### src/rtl/cfg_seq_ctrl.sv
// Command-table driven configuration sequencer: walks a small table of
// write / read-verify / wait / end commands over a single-outstanding cfg bus.
module cfg_seq_ctrl #(
    parameter int AW    = 16,
    parameter int DW    = 32,
    parameter int DEPTH = 16,
    parameter int TMO   = 4096
) (
    input  logic                     clk,
    input  logic                     rstn,
    input  logic                     tbl_wr_en,
    input  logic [$clog2(DEPTH)-1:0] tbl_wr_addr,
    input  logic [1:0]               tbl_wr_op,
    input  logic                     tbl_wr_type,
    input  logic [AW-1:0]            tbl_wr_addr_f,
    input  logic [DW-1:0]            tbl_wr_data_f,
    input  logic                     start,
    output logic                     cfg_type,
    output logic                     cfg_wr_en,
    output logic [AW-1:0]            cfg_wr_addr,
    output logic [DW-1:0]            cfg_wr_data,
    output logic                     cfg_rd_en,
    output logic [AW-1:0]            cfg_rd_addr,
    input  logic                     cfg_ack,
    input  logic                     cfg_rd_vld,
    input  logic [DW-1:0]            cfg_rd_data,
    output logic                     busy,
    output logic                     done,
    output logic                     err,
    output logic [$clog2(DEPTH)-1:0] err_idx,
    output logic [1:0]               err_code,
    output logic [DW-1:0]            rd_data_last,
    output logic                     tx_data_en
);
    localparam int IW = $clog2(DEPTH);
    localparam int EW = 3 + AW + DW;
    localparam int TW = $clog2(TMO + 1);
    localparam logic [DW-1:0] LO16_MASK = DW'({16{1'b1}});

    localparam logic [1:0] OP_WR   = 2'd0;
    localparam logic [1:0] OP_RD   = 2'd1;
    localparam logic [1:0] OP_WAIT = 2'd2;
    localparam logic [1:0] OP_END  = 2'd3;

    typedef enum logic [2:0] {
        IDLE,
        FETCH,
        ISSUE,
        WAIT_ACK,
        DELAY,
        DONE,
        ERROR
    } state_t;

    state_t          state_q, state_d;
    logic [IW-1:0]   ptr_q, ptr_d;
    logic [TW-1:0]   tmo_cnt_q, tmo_cnt_d;
    logic [DW-1:0]   dly_cnt_q, dly_cnt_d;
    logic            cfg_type_q, cfg_type_d;
    logic            cfg_wr_en_q, cfg_wr_en_d;
    logic [AW-1:0]   cfg_wr_addr_q, cfg_wr_addr_d;
    logic [DW-1:0]   cfg_wr_data_q, cfg_wr_data_d;
    logic            cfg_rd_en_q, cfg_rd_en_d;
    logic [AW-1:0]   cfg_rd_addr_q, cfg_rd_addr_d;
    logic            done_q, done_d;
    logic            err_q, err_d;
    logic [IW-1:0]   err_idx_q, err_idx_d;
    logic [1:0]      err_code_q, err_code_d;
    logic [DW-1:0]   rd_data_last_q, rd_data_last_d;
    logic            tx_data_en_q, tx_data_en_d;

    logic [EW-1:0]   tbl_mem [DEPTH];
    logic [EW-1:0]   ent_q;
    logic [1:0]      ent_op;
    logic            ent_type;
    logic [AW-1:0]   ent_addr;
    logic [DW-1:0]   ent_data;
    logic            step_done;
    logic            rd_bad;

    // Table is not reset so its contents survive rstn; the read is registered
    // and the pointer is stable throughout FETCH, so ent_q is valid in ISSUE.
    always_ff @(posedge clk) begin
        if (tbl_wr_en && !busy)
            tbl_mem[tbl_wr_addr] <= {tbl_wr_op, tbl_wr_type, tbl_wr_addr_f, tbl_wr_data_f};
        ent_q <= tbl_mem[ptr_q];
    end

    assign {ent_op, ent_type, ent_addr, ent_data} = ent_q;

    always_comb begin
        state_d        = state_q;
        ptr_d          = ptr_q;
        tmo_cnt_d      = tmo_cnt_q;
        dly_cnt_d      = dly_cnt_q;
        cfg_type_d     = cfg_type_q;
        cfg_wr_en_d    = 1'b0;
        cfg_wr_addr_d  = cfg_wr_addr_q;
        cfg_wr_data_d  = cfg_wr_data_q;
        cfg_rd_en_d    = 1'b0;
        cfg_rd_addr_d  = cfg_rd_addr_q;
        done_d         = done_q;
        err_d          = err_q;
        err_idx_d      = err_idx_q;
        err_code_d     = err_code_q;
        rd_data_last_d = rd_data_last_q;
        tx_data_en_d   = tx_data_en_q;
        step_done      = 1'b0;
        rd_bad         = ent_type ? (cfg_rd_data != ent_data)
                                  : ((cfg_rd_data & LO16_MASK) != (ent_data & LO16_MASK));

        case (state_q)
            IDLE, DONE, ERROR: begin
                if (start) begin
                    done_d       = 1'b0;
                    err_d        = 1'b0;
                    err_code_d   = 2'd0;
                    tx_data_en_d = 1'b0;
                    ptr_d        = '0;
                    state_d      = FETCH;
                end
            end
            FETCH: state_d = ISSUE;
            ISSUE: begin
                // Pulses are registered, so they appear in the first WAIT_ACK
                // cycle; an ack during ISSUE is therefore never looked at.
                case (ent_op)
                    OP_WR: begin
                        cfg_wr_en_d   = 1'b1;
                        cfg_type_d    = ent_type;
                        cfg_wr_addr_d = ent_addr;
                        cfg_wr_data_d = ent_type ? ent_data : (ent_data & LO16_MASK);
                        tmo_cnt_d     = '0;
                        state_d       = WAIT_ACK;
                    end
                    OP_RD: begin
                        cfg_rd_en_d   = 1'b1;
                        cfg_type_d    = ent_type;
                        cfg_rd_addr_d = ent_addr;
                        tmo_cnt_d     = '0;
                        state_d       = WAIT_ACK;
                    end
                    OP_WAIT: begin
                        dly_cnt_d = (ent_data == '0) ? '0 : ent_data - DW'(1);
                        state_d   = DELAY;
                    end
                    default: begin
                        done_d       = 1'b1;
                        tx_data_en_d = 1'b1;
                        state_d      = DONE;
                    end
                endcase
            end
            WAIT_ACK: begin
                if (ent_op == OP_WR && cfg_ack) begin
                    step_done = 1'b1;
                end else if (ent_op == OP_RD && cfg_rd_vld) begin
                    rd_data_last_d = cfg_rd_data;
                    if (rd_bad) begin
                        err_d      = 1'b1;
                        err_code_d = 2'd2;
                        err_idx_d  = ptr_q;
                        state_d    = ERROR;
                    end else begin
                        step_done = 1'b1;
                    end
                end else if (tmo_cnt_q == TW'(TMO - 1)) begin
                    err_d      = 1'b1;
                    err_code_d = 2'd1;
                    err_idx_d  = ptr_q;
                    state_d    = ERROR;
                end else begin
                    tmo_cnt_d = tmo_cnt_q + TW'(1);
                end
            end
            DELAY: begin
                if (dly_cnt_q == '0)
                    step_done = 1'b1;
                else
                    dly_cnt_d = dly_cnt_q - DW'(1);
            end
            default: state_d = IDLE;
        endcase

        // Running off the end of the table finishes without wrapping.
        if (step_done) begin
            if (ptr_q == IW'(DEPTH - 1)) begin
                done_d  = 1'b1;
                state_d = DONE;
            end else begin
                ptr_d   = ptr_q + IW'(1);
                state_d = FETCH;
            end
        end
    end

    always_ff @(posedge clk) begin
        if (!rstn) begin
            state_q        <= IDLE;
            ptr_q          <= '0;
            tmo_cnt_q      <= '0;
            dly_cnt_q      <= '0;
            cfg_type_q     <= 1'b0;
            cfg_wr_en_q    <= 1'b0;
            cfg_wr_addr_q  <= '0;
            cfg_wr_data_q  <= '0;
            cfg_rd_en_q    <= 1'b0;
            cfg_rd_addr_q  <= '0;
            done_q         <= 1'b0;
            err_q          <= 1'b0;
            err_idx_q      <= '0;
            err_code_q     <= 2'd0;
            rd_data_last_q <= '0;
            tx_data_en_q   <= 1'b0;
        end else begin
            state_q        <= state_d;
            ptr_q          <= ptr_d;
            tmo_cnt_q      <= tmo_cnt_d;
            dly_cnt_q      <= dly_cnt_d;
            cfg_type_q     <= cfg_type_d;
            cfg_wr_en_q    <= cfg_wr_en_d;
            cfg_wr_addr_q  <= cfg_wr_addr_d;
            cfg_wr_data_q  <= cfg_wr_data_d;
            cfg_rd_en_q    <= cfg_rd_en_d;
            cfg_rd_addr_q  <= cfg_rd_addr_d;
            done_q         <= done_d;
            err_q          <= err_d;
            err_idx_q      <= err_idx_d;
            err_code_q     <= err_code_d;
            rd_data_last_q <= rd_data_last_d;
            tx_data_en_q   <= tx_data_en_d;
        end
    end

    assign busy         = (state_q == FETCH) || (state_q == ISSUE) ||
                          (state_q == WAIT_ACK) || (state_q == DELAY);
    assign cfg_type     = cfg_type_q;
    assign cfg_wr_en    = cfg_wr_en_q;
    assign cfg_wr_addr  = cfg_wr_addr_q;
    assign cfg_wr_data  = cfg_wr_data_q;
    assign cfg_rd_en    = cfg_rd_en_q;
    assign cfg_rd_addr  = cfg_rd_addr_q;
    assign done         = done_q;
    assign err          = err_q;
    assign err_idx      = err_idx_q;
    assign err_code     = err_code_q;
    assign rd_data_last = rd_data_last_q;
    assign tx_data_en   = tx_data_en_q;

endmodule
### config.mk
export PLATFORM = sky130hd
export DESIGN_NAME = cfg_seq_ctrl
export DESIGN_NICKNAME = d
export VERILOG_FILES = /design/src/rtl/cfg_seq_ctrl.sv
export SDC_FILE = /design/constraint.sdc
export NUM_CORES = 1
export LEC_CHECK = 0
export BUFFER_PORTS_ARGS = -buffer_cell sky130_fd_sc_hd__buf_2
export CORE_MARGIN = 5
export CORE_UTILIZATION = 35
export CTS_BUF_LIST = sky130_fd_sc_hd__clkbuf_8 sky130_fd_sc_hd__clkbuf_16
export CTS_CLUSTER_SIZE = 20
export DETAILED_ROUTE_END_ITERATION = 8
export GPL_TIMING_DRIVEN = 0
export PLACE_DENSITY = 0.47
export SLEW_MARGIN = 0
export SYNTH_ARGS = -nofsm -noshare
export SYNTH_HDL_FRONTEND = slang
export SYNTH_SLANG_ARGS = --single-unit
### constraint.sdc
create_clock -name clk -period 6.99 [get_ports clk]
set_input_delay 1.0485 -clock clk [delete_from_list [all_inputs] [get_ports clk]]
set_output_delay 1.0485 -clock clk [all_outputs]
set_load 0.03 [all_outputs]
==> results.toml, run 1 <==
[status]
status = "finished clean"

[drt]
drc = 0
routed_wl_microns = 116000
wire_per_inst_microns = 27.5
firstDrtPassIters = 6
postRouteAntennaNets = 0
vias_per_cell = 5.26
first_iter_violations = 1893
via_count = 22125

[run]
cap_violations = 0

[floorplanning]
core.rowCount = 123
io-pin-count = 202
die_w_microns = 346
start_util_pct = 35.2
die_area_sq_um = 120000
die_h_microns = 346
core_region_area_sq_um = 112000

[clocking]
clockBufferDepth = 3
insertion_delay_ns = 0.68
ctsHoldBuffers = 0
cts_tree = "yes"
clk_pin_slew_ns = 0.06
cts.sink_count = 1027
cts_buffers = 109
cts_root_buffer = "clkbuf_16"
cts_resized = 0
h-tree-depth = 3
postCtsSetupBuffers = 0

[layout]
n_fill_cell = 10094
instances_no_fill = 4203
drive_gt1_share_pct = 26.6
fin_area_sq_um = 47000
final_nets = 2703
syn2layout_area_growth_pct = 18.9
final_common_cell = "edfxtp_1"
layout_common_cells = "edfxtp_1 (816), mux4_2 (255), nand2_1 (223)"

[synthesis]
synth.avg_cell_area_sq_um = 17.7
synthCells = 2236
ys.flop_type = "edfxtp_1"
ys_ff_latch = 1027
synth_area_sq_um = 39600
synth_edf_count = 816
ys_types = 66
syn_nets = 2334
synth_warnings = 0
async_reset_ff_share_pct = 0
ys_seq_area_share_pct = 72.6

[placed_design]
dp_hpwl_microns = 80200
dp.cells = 3994
portBuffers = 201
placed_area_sq_um = 43500
gp_congestion = 0.872

[power_and_ir_drop]
vdd_drop_max_v = 0.000186
leakage_uw = 0.0150
cellPowerDensity_nw_per_um2 = 278

[global_route]
grt_use_total_pct = 19.0
grt_antenna_before_repair = 17
grt_pass1_wl_microns = 166000
grt_start_max_net_pins = 21
grt_remaining_overflow = 0
grt_pass1_vias = 23066

[timing]
slew_violations = 0
slew_headroom_pct = 13.0
rsz0062_at_grt = "false"
clock.fmax_mhz = 226
finalCritPeriodShare_pct = 63.3
period_minus_slack_ns = 4.42
fin_worst_skew_ns = 0.0246
worstMarginPinSlew_ns = 1.30
setup_viol = 0
whs_ns = 0.453
hold_viol = 0

[setup_path]
r2r_end = "ent_q[36]"
critPathRequiredTime_ns = 7.52
r2r_cells = 5
crit_path_end = "ent_q[36]"
rrSetupSlack_ns = 2.57
critPathCaptureType = "flip-flop"
rr_startpoint = "ptr_q[0]"
critPathMaxFanout = 10
setup.worst_path.class = "flip-flop to flip-flop"
startpoint = "ptr_q[0]"
cp.arrival_ns = 4.96
cp-start-kind = "flip-flop"

[min_path]
hold_class = "flip-flop to flip-flop"
[layout make-up]
type	count	area, sq um	share of cell area (%)
Clock buffer	122	2930	6.23
Inverter	10	37.5	0.0798
Antenna cell	5	12.5	0.0266
Buffer	134	552	1.17
Sequential cell	1027	28700	61.1
Multi-Input combinational cell	1065	10300	22.0
Clock inverter	82	626	1.33
Timing Repair Buffer	258	1920	4.08
Tap cell	1500	1880	3.99
[flip-flops by register name, summed over array words and instances (netlist names), 13 cells and up]
signal        cells
ent_q            51
rd_data_last     32
tbl_mem         816
cfg_wr_data      32
cfg_rd_addr      16
tmo_cnt_q        13
cfg_wr_addr      16
dly_cnt_q        32
[cell usage after synthesis (all sizes together), types with 2 or more instances]
cell type	instances	area share [%]
nand4	22	0.35
nor3b	3	0.057
o211ai	5	0.095
nand2	223	2.1
nor2	56	0.53
a31oi	4	0.063
and3	5	0.079
buf	41	0.51
a32o	14	0.35
a22oi	3	0.057
nor4	23	0.38
and4	2	0.044
a21oi	132	1.7
xnor2	52	1.2
o22ai	14	0.22
clkbuf	93	0.88
a211oi	2	0.038
a31o	2	0.044
or2	4	0.063
nand3b	6	0.11
o32ai	5	0.11
o21ai	48	0.67
nor2b	6	0.095
mux4	255	15
xor2	16	0.35
o41ai	2	0.044
nor3	38	0.51
a2bb2oi	2	0.044
nand3	51	0.66
o21a	2	0.038
inv	10	0.095
or4	9	0.19
o21bai	3	0.057
or3	15	0.24
mux2i	3	0.076
nand2b	9	0.14
and3b	2	0.044
ha	5	0.16
and2	3	0.047
o221ai	3	0.066
nand4b	2	0.044
edfxtp	816	62
dfxtp	211	11
[cells by family (layout without fill, tap and decap cells)]
group                      after synthesis  in the layout  share of synthesized area (%)
adders and majority gates                5              5                          0.158
and+or+nand+nor                        482            482                           5.77
muxes                                  258            258                           14.6
DFF                                   1027           1027                           72.6
other                                    0              5                              0
buffers and inverters                  144            606                           1.49
AOI/OAI and AO/OA                      252            252                           3.85
xor gates and xnor gates                68             68                           1.51
[per-layer routing]
layer | vias to the layer above | track usage, % | share of wire (%)
met5 | - | 0 | 0.029
met4 | 6 | 5.66 | 2.7
met3 | 169 | 3.89 | 5.7
met2 | 657 | 33.9 | 52
met1 | 11600 | 23.5 | 40
li1 | 9693 | - | -
[worst max-delay path: stages, from the launching register on]
cell and delay, ns:
dfxtp_1 0.45, clkbuf_1 0.65, buf_1 0.93, buf_1 1.03, mux4_2 0.63, mux4_2 0.57
[worst min path at each step]
stage | start | end | slack (ns) | cells past startpoint
CTS | rd_data_last[23] | rd_data_last[23] | 0.45 | 2
global route | rd_data_last[7] | rd_data_last[7] | 0.48 | 2
global placement | rd_data_last[3] | rd_data_last[3] | 0.44 | 2
detailed placement | rd_data_last[23] | rd_data_last[23] | 0.44 | 2
finish | ent_q[43] | cfg_rd_addr[11] | 0.45 | 2
floorplan | ent_q[32] | cfg_rd_addr[0] | 0.43 | 2
[per-stage QoR]
step           power (uW)  util (%)  setup WS, ns  TNS (ns)
5_1_grt             13600      41.8          2.24         0
6_report            13100      41.9          2.57         0
4_1_cts             13200      41.8          2.38         0
3_5_place_dp         7540      38.7          2.39         0
3_3_place_gp         7510      37.8         -4.42  -1286.09
2_1_floorplan        7220         -          1.38         0
[power breakdown]
part           total (uW)  switching [uW]  internal [uW]
registers            6730            45.9           6690
logic                 678             455            223
clock network        5680            2370           3320
No activity file was read; power rests on OpenSTA's default activity.
==> inputs of run 2 (changes only) <==
--- a/config.mk
+++ b/config.mk
@@ -12,7 +12,7 @@
 export CTS_CLUSTER_SIZE = 20
 export DETAILED_ROUTE_END_ITERATION = 8
 export GPL_TIMING_DRIVEN = 0
-export PLACE_DENSITY = 0.47
+export PLACE_DENSITY = 0.49
 export SLEW_MARGIN = 0
 export SYNTH_ARGS = -nofsm -noshare
 export SYNTH_HDL_FRONTEND = slang
==> constraint.sdc (replaced) <==
create_clock -name clk -period 3.7 [get_ports clk]
set_input_delay 0.555 -clock clk [delete_from_list [all_inputs] [get_ports clk]]
set_output_delay 0.555 -clock clk [all_outputs]
set_load 0.03 [all_outputs]
==> run 2 against run 1 <==
Effect of this change: via count rose by 0.22%; combinational power rose by 90%; non-clock buffer count fell by 4; critical path type unchanged; count of clock-buffer cells in the layout fell by 11; critical endpoint is now ent_q[21]; clock power rose by 78%; worst hold slack got worse by 0.31 ns.
==> results.toml, run 2 (synthesized netlist as in run 1, its figures left out) <==
[power_and_ir_drop]
cellPowerDensity_nw_per_um2 = 512
fin_total_pwr_uw = 24100
pwr-share-clk_pct = 41.8
p_sw_uw = 5370
p_seq_share_pct = 52.9
p_int_uw = 18700
leakage_uw = 0.0149
netSwitchingFraction_pct = 22.3
power_frac_comb_pct = 5.4
vdd_drop_max_v = 0.000316

[placed_design]
dp_hpwl_microns = 80900
dp.cells = 3987
gp_congestion = 0.882
portBuffers = 201

[floorplanning]
die_h_microns = 346
die_w_microns = 346
start_util_pct = 35.2
core.rowCount = 123
io-pin-count = 202
die_area_sq_um = 120000
core_region_area_sq_um = 112000

[layout]
instances_no_fill = 4195
largest_reg_flops = 816
layout_common_cells = "edfxtp_1 (816), mux4_2 (255), nand2_1 (223)"
final_nets = 2696
syn2layout_area_growth_pct = 18.8
largestRegisters = "tbl_mem: 816 flops, ent_q: 51 flops"
n_fill_cell = 10099
drive_gt1_share_pct = 26.1
finalCoreUtilization_pct = 41.8
final_common_cell = "edfxtp_1"
largest_register = "tbl_mem"

[setup_path]
cp.arrival_ns = 4.08
cp-start-kind = "flip-flop"
critPathCaptureType = "flip-flop"
startpoint = "ptr_q[0]"
r2r_cells = 4
r2r_end = "ent_q[21]"
crit_path_end = "ent_q[21]"
setup.worst_path.class = "flip-flop to flip-flop"
critPathRequiredTime_ns = 4.21
rr_startpoint = "ptr_q[0]"
critPathMaxFanout = 10
rrSetupSlack_ns = 0.14

[timing]
whs_ns = 0.140
fin_worst_skew_ns = 0.0319
setup_viol = 0
rsz0062_at_grt = "false"
period_minus_slack_ns = 3.56
slew_violations = 0
worstMarginPinSlew_ns = 1.27
finalCritPeriodShare_pct = 96.3
slew_headroom_pct = 15.2
hold_viol = 0
clock.fmax_mhz = 281

[drt]
postRouteAntennaNets = 0
firstDrtPassIters = 5
via_count = 22174
wire_per_inst_microns = 27.4
routed_wl_microns = 115000
first_iter_violations = 1678
vias_per_cell = 5.29
drc = 0

[clocking]
clk_pin_slew_ns = 0.06
cts_buffers = 106
cts.sink_count = 1027
cts_tree = "yes"
cts_root_buffer = "clkbuf_16"
insertion_delay_ns = 0.68
ctsHoldBuffers = 0
clockBufferDepth = 3
h-tree-depth = 3

[global_route]
grt_start_max_net_pins = 21
grt_antenna_before_repair = 18
grt_pass1_wl_microns = 166000
grt_use_total_pct = 19.0
grt_pass1_vias = 23100
grt_remaining_overflow = 0

[status]
status = "finished clean"

[min_path]
hold_class = "input pin to flip-flop"

[run]
cap_violations = 0
## run 2: cell types whose count changed in the layout (fill, tap and decap cells not counted), moves of 4 or more
cell       before  now
buf_6          34    6
bufinv_16       9    4
clkbuf_2        0    5
buf_1          32   28
nor3_4          1    5
buf_12         22   28
buf_8           3    8
clkbuf_1       93   89
nor3_2          4    0
clkbuf_8       11    2
buf_16          4   15
clkinv_1       14   25
## run 2: metrics by stage
step           area [sq um]  setup TNS (ns)  setup slack (ns)
2_1_floorplan         39600          -97.43            -0.522
3_3_place_gp          42500        -1850.14             -4.06
3_5_place_dp          43600           -7.17            -0.803
4_1_cts               46900               0           0.00387
5_1_grt               47000               0            0.0286
6_report              47000               0             0.138
## run 2: final cells by class
| type | instances | area, sq um | share of cell area, % |
|---|---|---|---|
| flip-flops and latches | 1027 | 28700 | 61.1 |
| repair buffers | 254 | 2110 | 4.50 |
| diodes | 6 | 15.0 | 0.0319 |
| plain buffers | 134 | 579 | 1.23 |
| clock inverters | 88 | 520 | 1.11 |
| well taps | 1500 | 1880 | 3.99 |
| clock buffers | 111 | 2760 | 5.86 |
| inverters | 10 | 37.5 | 0.0799 |
| multi-input cells | 1065 | 10400 | 22.1 |
## run 2: per-layer routing
| layer | global-route usage [%] | up-vias | part of all wire (%) |
|---|---|---|---|
| li1 | - | 9686 | - |
| met1 | 24.0 | 11677 | 40 |
| met2 | 34.3 | 632 | 52 |
| met3 | 3.22 | 169 | 5.3 |
| met4 | 4.44 | 10 | 2.0 |
| met5 | 0 | - | 0.060 |
## run 2: worst min-delay path by stage
| stage | from | endpoint | slack (ns) | depth (start not counted) |
|---|---|---|---|---|
| 2_1_floorplan | ent_q[32] | cfg_rd_addr[0] | 0.43 | 2 |
| 3_3_place_gp | rd_data_last[27] | rd_data_last[27] | 0.44 | 2 |
| 3_5_place_dp | rd_data_last[26] | rd_data_last[26] | 0.44 | 2 |
| 4_1_cts | cfg_rd_data[26] | rd_data_last[26] | 0.08 | 3 |
| 5_1_grt | cfg_rd_data[2] | rd_data_last[2] | 0.11 | 3 |
| 6_report | cfg_rd_data[26] | rd_data_last[26] | 0.14 | 3 |
## run 2: critical path, cell delays in order, from the launching register on
cell and delay, ns:
dfxtp_1 0.46, clkbuf_1 0.73, buf_1 0.96, mux4_2 0.62
mux4_2 0.60
## run 2: repair_timing
action / CTS / global route
endpoints found under the setup margin: 18 / 21
setup buffers: 0 / 3
gates resized for setup: 8 / 6
pin swaps: 0 / 1
endpoints found under the hold margin: 0 / 0
## run 2: power by group through the flow
stage	clock, uW	sequential, uW	combinational [uW]
3_3_place_gp	0	13000	1220
5_1_grt	10800	12700	1400
4_1_cts	10300	12700	1300
2_1_floorplan	0	13000	685
6_report	10100	12700	1290
3_5_place_dp	0	13000	1300
==> inputs of run 3 (changes only) <==
--- a/config.mk
+++ b/config.mk
@@ -6,7 +6,6 @@
 export NUM_CORES = 1
 export LEC_CHECK = 0
 export BUFFER_PORTS_ARGS = -buffer_cell sky130_fd_sc_hd__buf_2
-export CORE_MARGIN = 5
 export CORE_UTILIZATION = 35
 export CTS_BUF_LIST = sky130_fd_sc_hd__clkbuf_8 sky130_fd_sc_hd__clkbuf_16
 export CTS_CLUSTER_SIZE = 20
==> run 3 against run 2 <==
Effect of this change: routed wire length is 0.49% lower; cell area is 0.78% higher; via count grew 0.58%; final cell count fell by 0.19%; core utilization grew 0.73 points; critical endpoint is now dly_cnt_q[19]; largest power group unchanged.
==> results.toml, run 3 (synthesized netlist as in run 1, its figures left out) <==
[layout]
fin_area_sq_um = 47400
largestRegisters = "tbl_mem: 816 flops, ent_q: 51 flops"
syn2layout_area_growth_pct = 19.8
layout_common_cells = "edfxtp_1 (816), mux4_2 (255), nand2_1 (223)"
largest_reg_flops = 816
final_common_cell = "edfxtp_1"
drive_gt1_share_pct = 27.0
largest_register = "tbl_mem"
n_fill_cell = 9808
instances_no_fill = 4187
final_nets = 2698

[clocking]
ctsHoldBuffers = 0
cts_root_buffer = "clkbuf_16"
cts.sink_count = 1027
h-tree-depth = 3
clk_pin_slew_ns = 0.06
insertion_delay_ns = 0.70
cts_tree = "yes"
clockBufferDepth = 3
cts_buffers = 109

[placed_design]
gp_congestion = 0.902
dp.cells = 3974
dp_hpwl_microns = 79100
portBuffers = 201
placed_area_sq_um = 43600

[timing]
slew_violations = 0
worstMarginPinSlew_ns = 1.27
period_minus_slack_ns = 3.53
finalCritPeriodShare_pct = 95.4
rsz0062_at_grt = "false"
hold_viol = 0
clock.fmax_mhz = 283
fin_worst_skew_ns = 0.0281
setup_viol = 0
slew_headroom_pct = 15.6

[floorplanning]
die_w_microns = 338
die_area_sq_um = 114000
die_h_microns = 338
core.rowCount = 122
start_util_pct = 35.5
io-pin-count = 202
core_region_area_sq_um = 111000

[setup_path]
rrSetupSlack_ns = 0.17
slowest_stage = "or4b_2"
critPathMaxFanout = 10
critPathCaptureType = "flip-flop"
critPathRequiredTime_ns = 4.27
max_stage_delay_ns = 0.59
cp-start-kind = "flip-flop"
cp_cell_sequence = "inv_1 -> ha_1 -> or4b_2 -> clkbuf_1 -> nor3_4 -> buf_12 -> nand3_1 -> o21ai_4 -> buf_2 -> o21ai_0 -> a32o_1"
setup.worst_path.class = "flip-flop to flip-flop"
cp_top_family = "simple AND/OR/NAND/NOR gates"
timing.critical_path.buf_inv = 4
cp.arrival_ns = 4.10

[drt]
wire_per_inst_microns = 27.3
drc = 0
via_count = 22303
firstDrtPassIters = 6
vias_per_cell = 5.33
routed_wl_microns = 114000
first_iter_violations = 1579
postRouteAntennaNets = 0

[power_and_ir_drop]
cellPowerDensity_nw_per_um2 = 529
vdd_drop_max_v = 0.000426
leakage_uw = 0.0151

[global_route]
grt_pass1_vias = 23125
grt_start_max_net_pins = 21
grt_pass1_wl_microns = 165000
grt_antenna_before_repair = 19
grt_remaining_overflow = 0
grt_use_total_pct = 20.0

[min_path]
hold_class = "input pin to flip-flop"

[status]
status = "finished clean"

[run]
cap_violations = 0
[run 3: changes by cell type in the layout (fill, tap and decap cells not counted), sizes merged]
| cell | delta |
|---|---|
| buf | -1 |
| bufinv | +7 |
| clkbuf | +11 |
| clkinv | -6 |
| clkinvlp | +1 |
| diode | -2 |
| inv | -6 |
[run 3: area by class of cell]
cell class | count | area (sq um) | area share (%)
Inverter | 10 | 37.5 | 0.0792
Clock inverter | 84 | 729 | 1.54
Sequential cell | 1027 | 28700 | 60.6
Multi-Input combinational cell | 1065 | 10400 | 21.9
Antenna cell | 4 | 10.0 | 0.0211
Timing Repair Buffer | 254 | 2100 | 4.43
Clock buffer | 122 | 2950 | 6.23
Tap cell | 1488 | 1860 | 3.93
Buffer | 133 | 576 | 1.21
[run 3: worst register-to-register path, delay by kind of cell, from the launching register on]
family | cells | cell delay [ns]
adders and majority gates | 1 | 0.22
buffers and inverters | 4 | 0.88
DFF | 1 | 0.46
and+or+nand+nor | 3 | 1.07
AOI/OAI and AO/OA | 3 | 0.77
[run 3: what timing repair did]
action                                  4_1_cts  5_1_grt
hold endpoints to repair                      0        0
endpoints found under the setup margin       20       32
gates resized for setup                       6        9
pin swaps                                     1        2
setup buffers                                 0        4
[run 3: through the flow]
step                      hold WS [ns]  power (uW)  utilization, %  setup WS [ns]  setup TNS, ns
after floorplan                  0.432       13600               -         -0.522         -97.43
after CTS                       0.0681       25300            42.5       -0.00218       -0.00218
after global placement           0.439       14200            38.2          -4.24       -1853.13
after global routing            0.0947       25800            42.6         0.0179              0
final                            0.125       25100            42.6          0.171              0
after detailed placement         0.444       14300            39.2         -0.941          -8.58
[run 3: worst paths after layout]
path | endpoint | cells after the start | start
setup / recovery | dly_cnt_q[19] | 11 | ent_q[0]
hold / removal | rd_data_last[11] | 3 | cfg_rd_data[11]
setup reg to reg | dly_cnt_q[19] | 11 | ent_q[0]
hold reg to reg | rd_data_last[24] | 2 | rd_data_last[24]
[run 3: power by group]
part | internal [uW] | leakage [uW] | switching (uW)
logic | 430 | 0.00410 | 861
clock network | 6490 | 0.00190 | 4570
registers | 12600 | 0.00908 | 85.4
[run 3: layer usage]
| layer | track usage (%) | share of wire [%] |
|---|---|---|
| met1 | 25.5 | 41 |
| met2 | 34.7 | 51 |
| met3 | 3.33 | 5.3 |
| met4 | 5.94 | 2.5 |
| met5 | 0 | 0.090 |
